--- src/rtl/resolution_text_painter.sv ---
// Resolution text painter: follows the raster from frame/line/pixel strobes,
// fetches one ROM line per active text row, and serialises it MSB-first into a
// 1-bit overlay pixel, replicated SCALE times in X and Y at a fixed window.
// Handshake: pixel_valid is a one-cycle strobe with no back-pressure; every
// pulse is one pixel. text_active/text_pixel describe the pixel strobed in the
// previous cycle and are both 0 when no pixel was strobed.
module resolution_text_painter #(
    parameter int LINE_BITS = 192,
    parameter int ROWS      = 16,
    parameter int POS_X     = 16,
    parameter int POS_Y     = 16,
    parameter int SCALE     = 2
) (
    input  logic                 clock,
    input  logic                 reset,
    input  logic                 frame_start,
    input  logic                 line_start,
    input  logic                 pixel_valid,
    output logic [3:0]           rom_addr,
    input  logic [LINE_BITS-1:0] rom_q,
    output logic                 text_pixel,
    output logic                 text_active
);

    localparam int BW = $clog2(LINE_BITS + 1);
    localparam logic [11:0]   WIN_LO   = 12'(POS_Y);
    localparam logic [11:0]   WIN_HI   = 12'(POS_Y + ROWS * SCALE);
    localparam logic [11:0]   FIRST_X  = 12'(POS_X);
    localparam logic [11:0]   SCALE12  = 12'(SCALE);
    localparam logic [1:0]    REP_LAST = 2'(SCALE - 1);
    localparam logic [BW-1:0] BIT_LAST = BW'(LINE_BITS - 1);

    typedef enum logic [2:0] {
        IDLE  = 3'd0,
        ADDR  = 3'd1,
        WAIT  = 3'd2,
        LOAD  = 3'd3,
        ARMED = 3'd4,
        SHIFT = 3'd5,
        DONE  = 3'd6
    } state_t;

    state_t               state, state_nxt;
    logic [11:0]          line_cnt, pix_cnt;
    logic [11:0]          line_nxt, pix_idx, row_off;
    logic [LINE_BITS-1:0] shreg;
    logic [BW-1:0]        bit_cnt;
    logic [1:0]           rep_cnt;
    logic                 in_window, paint, rep_wrap, last_bit;

    // Raster bookkeeping: the line number this cycle will settle on, the index
    // of a pixel strobed now, and whether the current strobe paints ink.
    always_comb begin
        line_nxt = line_cnt;
        if (frame_start) begin
            line_nxt = '0;
        end else if (line_start && line_cnt != 12'hFFF) begin
            line_nxt = line_cnt + 12'd1;
        end
        pix_idx   = line_start ? 12'd0 : pix_cnt;
        in_window = (line_nxt >= WIN_LO) && (line_nxt < WIN_HI);
        row_off   = line_cnt - WIN_LO;
        paint     = pixel_valid && !line_start &&
                    ((state == SHIFT) || (state == ARMED && pix_idx == FIRST_X));
        rep_wrap  = (rep_cnt == REP_LAST);
        last_bit  = (bit_cnt == BIT_LAST);
    end

    // Line and pixel counters, both saturating at 4095.
    always_ff @(posedge clock or posedge reset) begin
        if (reset) begin
            line_cnt <= '0;
            pix_cnt  <= '0;
        end else begin
            line_cnt <= line_nxt;
            if (pixel_valid) begin
                pix_cnt <= (pix_idx == 12'hFFF) ? pix_idx : pix_idx + 12'd1;
            end else begin
                pix_cnt <= pix_idx;
            end
        end
    end

    // State register.
    always_ff @(posedge clock or posedge reset) begin
        if (reset) begin
            state <= IDLE;
        end else begin
            state <= state_nxt;
        end
    end

    // Next-state: a line_start in any state re-evaluates the new line from scratch.
    always_comb begin
        state_nxt = state;
        if (line_start) begin
            state_nxt = in_window ? ADDR : IDLE;
        end else begin
            unique case (state)
                IDLE:    state_nxt = IDLE;
                ADDR:    state_nxt = WAIT;
                WAIT:    state_nxt = LOAD;
                LOAD:    state_nxt = ARMED;
                ARMED,
                SHIFT: begin
                    if (paint) begin
                        state_nxt = (rep_wrap && last_bit) ? DONE : SHIFT;
                    end
                end
                DONE:    state_nxt = DONE;
                default: state_nxt = IDLE;
            endcase
        end
    end

    // Fetch address, line capture and the bit/replication serialiser.
    always_ff @(posedge clock or posedge reset) begin
        if (reset) begin
            rom_addr <= '0;
            shreg    <= '0;
            bit_cnt  <= '0;
            rep_cnt  <= '0;
        end else begin
            if (state == ADDR) begin
                rom_addr <= 4'(row_off / SCALE12);
            end
            if (state == LOAD) begin
                shreg   <= rom_q;
                bit_cnt <= '0;
                rep_cnt <= '0;
            end else if (paint) begin
                if (rep_wrap) begin
                    rep_cnt <= '0;
                    shreg   <= shreg << 1;
                    bit_cnt <= bit_cnt + BW'(1);
                end else begin
                    rep_cnt <= rep_cnt + 2'd1;
                end
            end
        end
    end

    // Registered overlay outputs; ink can only appear alongside active.
    always_ff @(posedge clock or posedge reset) begin
        if (reset) begin
            text_active <= 1'b0;
            text_pixel  <= 1'b0;
        end else begin
            text_active <= paint;
            text_pixel  <= paint & shreg[LINE_BITS-1];
        end
    end

endmodule
--- config.mk ---
export PLATFORM = sky130hd
export DESIGN_NAME = resolution_text_painter
export DESIGN_NICKNAME = d
export VERILOG_FILES = /design/src/rtl/resolution_text_painter.sv
export SDC_FILE = /design/constraint.sdc
export NUM_CORES = 1
export LEC_CHECK = 0
export ABC_AREA = 1
export BUFFER_PORTS_ARGS = -buffer_cell sky130_fd_sc_hd__buf_4
export CELL_PAD_IN_SITES_DETAIL_PLACEMENT = 1
export CELL_PAD_IN_SITES_GLOBAL_PLACEMENT = 2
export CORE_MARGIN = 2
export CORE_UTILIZATION = 35
export CTS_CLUSTER_SIZE = 28
export DETAILED_ROUTE_END_ITERATION = 6
export PLACE_DENSITY_LB_ADDON = 0.08
export SLEW_MARGIN = 10
export SYNTH_ARGS = -nofsm -noshare
export SYNTH_HDL_FRONTEND = slang
export SYNTH_SLANG_ARGS = --single-unit
--- constraint.sdc ---
create_clock -name clock -period 14.71 [get_ports clock]
set_clock_uncertainty 0.15 [all_clocks]
set_input_delay 0.7355 -clock clock [delete_from_list [all_inputs] [get_ports clock]]
set_output_delay 0.7355 -clock clock [all_outputs]
set_load 0.03 [all_outputs]
==> results.sh <==
export IMPL_insertion_delay_ns=0.54
export IMPL_cts_root_buffer="clkbuf_16"
export IMPL_gp_congestion=0.770
export IMPL_cp_end_kind="flop"
export IMPL_yosys_warnings=0
export IMPL_layout_cells_non_filler=1934
export IMPL_finalPower_mw=1.93
export IMPL_htreeDepth=1
export IMPL_cp_start_kind="primary input"
export IMPL_startpoint="line_start"
export IMPL_post_place_ws_ns=9.37
export IMPL_setup_tns_ns=0
export IMPL_drtIter0Drc=607
export IMPL_grt_usage=0.185
export IMPL_post_cts_resized=0
export IMPL_path_cells="buf_4, nor2_1, inv_1, ha_1, nand4_1, nor2_1, nand4_1, nand2_1, nand2_2, nor2_4, buf_4, nor2_4, buf_4, buf_4, nand2_1, nand3_1"
export IMPL_hold_path_class="primary input to asynchronous set/reset pin"
export IMPL_drtPass1Iterations=4
export IMPL_gr_total_overflow=0
export IMPL_cpPeakStageDelay_ns=0.84
export IMPL_initial_core_util=0.353
export IMPL_clkTransAtPathRegs_ns=0.06
export IMPL_fmax_ghz=0.215
export IMPL_syn_num_nets=1545
export IMPL_dp_hpwl_um=18700
export IMPL_dp_cells=1881
export IMPL_pin_count=203
export IMPL_netlist_instances=1344
export IMPL_cts_buffers=28
export IMPL_clockBufferDepth=3
export IMPL_cp_buffers_inverters=5
export IMPL_maxCapViolCount=0
export IMPL_die_w_um=179
export IMPL_required_ns=15.03
export IMPL_design_area_mm2=0.0134
export IMPL_vias_per_cell=4.81
export IMPL_syn_avg_cell_area_um2=7.97
export IMPL_setup_violations=0
export IMPL_dieArea_mm2=0.0320
export IMPL_cts_tree="yes"
export IMPL_fillers=3702
export IMPL_core_area_mm2=0.0303
export IMPL_synth_area_mm2=0.0107
export IMPL_postCtsSetupBuffers=0
export IMPL_wl_per_cell_um=15.1
export IMPL_routed_wl_um=29100
export IMPL_crit_family="buffers and inverters"
export IMPL_drcViolationCount=0
export IMPL_vdd_ir_drop_max_mv=0.0900
export IMPL_port_buffer_count=202
export IMPL_yosysSeqAreaShare=0.549
export IMPL_cpMostUsedCell="buf_4"
export IMPL_grt_first_pass_wirelength_um=48300
export IMPL_dieHeight_um=179
export IMPL_finalCritPeriodShare=0.317
export IMPL_holdBufCountCts=0
export IMPL_final_max_slew_violation_count=0
export IMPL_place_area_mm2=0.0124
export IMPL_worstPathArrival_ns=4.98
export IMPL_drive_above_1_share=0.174
export IMPL_fin_crit_ns=4.66
export IMPL_ys_ff_latch=235
export IMPL_synthToLayoutAreaGrowth_pct=24.6
export IMPL_rows=64
export IMPL_grt_start_max_net_pins=198
export IMPL_finalCoreUtilization=0.440
export IMPL_hold_viol=0
export IMPL_tightest_slew_ns=1.11
export IMPL_worst_slack_ns=10.05
export IMPL_power_density_mw_per_mm2=144
export IMPL_clock_sinks=235
export IMPL_crit_slowest_cell="nor2_4"
export IMPL_holdWs_ns=0.166
export IMPL_drtAntennaViolNets=0
export IMPL_power_leakage_nw=6.65
export IMPL_cp_max_fo=87
export IMPL_crit_reg2reg_launch="pix_cnt[0]"
export IMPL_antenna_found_initial=3
export IMPL_yosysUniqueCellTypes=32
export IMPL_slew_headroom=0.261
export IMPL_num_vias=9306
export IMPL_grt_pass1_vias=9417
export IMPL_critPathKind="primary input to flop"
export IMPL_num_nets_final=1716
export IMPL_status="complete, no violations"
export IMPL_rsz0062_at_grt="false"
==> layout by cell type, fill, tap and decap left out, types with 2 or more instances in the layout <==
| cell | instances |
|---|---|
| o31ai_1 | 4 |
| buf_4 | 208 |
| nor4_1 | 2 |
| o21ai_0 | 19 |
| diode_2 | 2 |
| clkinv_2 | 5 |
| a21oi_1 | 9 |
| inv_1 | 49 |
| nand3_1 | 225 |
| nor2_1 | 37 |
| clkbuf_16 | 29 |
| nand4_1 | 9 |
| ha_1 | 4 |
| clkinvlp_4 | 2 |
| xnor2_1 | 5 |
| dfrtp_1 | 235 |
| inv_2 | 2 |
| xor2_1 | 9 |
| nand2_1 | 644 |
| clkbuf_1 | 5 |
| nand2_2 | 2 |
| nor3_1 | 7 |
| clkbuf_8 | 9 |
| nor2_4 | 2 |
==> sequential cells by signal (all words and copies together) (netlist names) <==
| name | flops |
|---|---|
| bit_cnt | 8 |
| state | 3 |
| rep_cnt | 2 |
| line_cnt | 12 |
| rom_addr | 4 |
| text_pixel | 1 |
| pix_cnt | 12 |
| text_active | 1 |
| shreg | 192 |
==> cell type report <==
| cell class | count | area [µm²] | share of cell area |
|---|---|---|---|
| Sequential cell | 235 | 5880 | 0.440 |
| Multi-Input combinational cell | 988 | 4250 | 0.318 |
| Timing Repair Buffer | 209 | 1580 | 0.118 |
| Clock buffer | 43 | 868 | 0.0650 |
| Tap cell | 396 | 495 | 0.0371 |
| Inverter | 53 | 209 | 0.0156 |
| Clock inverter | 8 | 70.1 | 0.00524 |
| Antenna cell | 2 | 5.00 | 0.000375 |
==> worst reg2reg max path, delay by kind of cell, from the launching register on <==
kind,cells,cell delay [ns]
fa+ha+maj,1,0.19
flops,1,0.35
buf+inv,5,2.15
simple gates,10,1.73
==> where the power goes <==
group          internal, mW  switching [mW]
clock network         0.421           0.275
registers             0.848           0.108
logic                 0.131           0.147
==> synthesized netlist by cell type <==
cell / instances / area [µm²]
buf_2: 24 / 120
nor3_4: 1 / 16.3
inv_2: 2 / 7.51
nor2_4: 2 / 22.5
nor3_1: 7 / 35.0
nand4_1: 9 / 56.3
nand3_1: 225 / 1130
dfrtp_1: 235 / 5880
o211ai_1: 1 / 7.51
o21bai_1: 1 / 7.51
o31ai_1: 4 / 30.0
xnor2_1: 5 / 43.8
ha_1: 4 / 50.1
nor3b_1: 1 / 7.51
nor3_2: 1 / 10.0
inv_4: 1 / 6.26
a21oi_1: 9 / 45.0
clkbuf_1: 29 / 109
nor2_2: 1 / 6.26
o21ai_0: 19 / 95.1
mux2i_1: 1 / 10.0
xor2_1: 9 / 78.8
a31oi_1: 1 / 6.26
nor2_1: 37 / 139
inv_1: 50 / 188
nor4_1: 2 / 12.5
buf_6: 12 / 135
a21boi_0: 1 / 7.51
nand2_2: 2 / 12.5
nand2_1: 644 / 2420
or2_2: 1 / 6.26
buf_4: 3 / 22.5
==> path summary, 6_finish.rpt <==
kind / slack, ns / endpoint / cells past startpoint
hold / removal: 0.17 / shreg[41] / 2
setup / recovery: 10.05 / shreg[120] / 16
min in group clock: 0.22 / line_cnt[2] / 2
hold reg to reg: 0.33 / shreg[68] / 2
max in group asynchronous: 12.81 / shreg[156] / 3
setup reg to reg: 10.09 / shreg[120] / 16
==> cell families (layout without fill, tap and decap cells) <==
group	after synthesis	count (layout)	share of synthesized area
AOI/OAI and AO/OA	36	36	0.0186
xor gates and xnor gates	14	14	0.0114
adders and majority gates	4	4	0.00467
buffers and inverters	121	313	0.0549
DFF	235	235	0.549
muxes	1	1	0.000934
other	0	2	0
and+or+nand+nor	933	933	0.361
==> metal layers <==
layer | GRT usage | share of wire
met5 | 0 | 0.00041
met4 | 0.0359 | 0.012
met3 | 0.0407 | 0.058
met2 | 0.287 | 0.46
met1 | 0.266 | 0.47
Power figures use the tool's default switching activity.
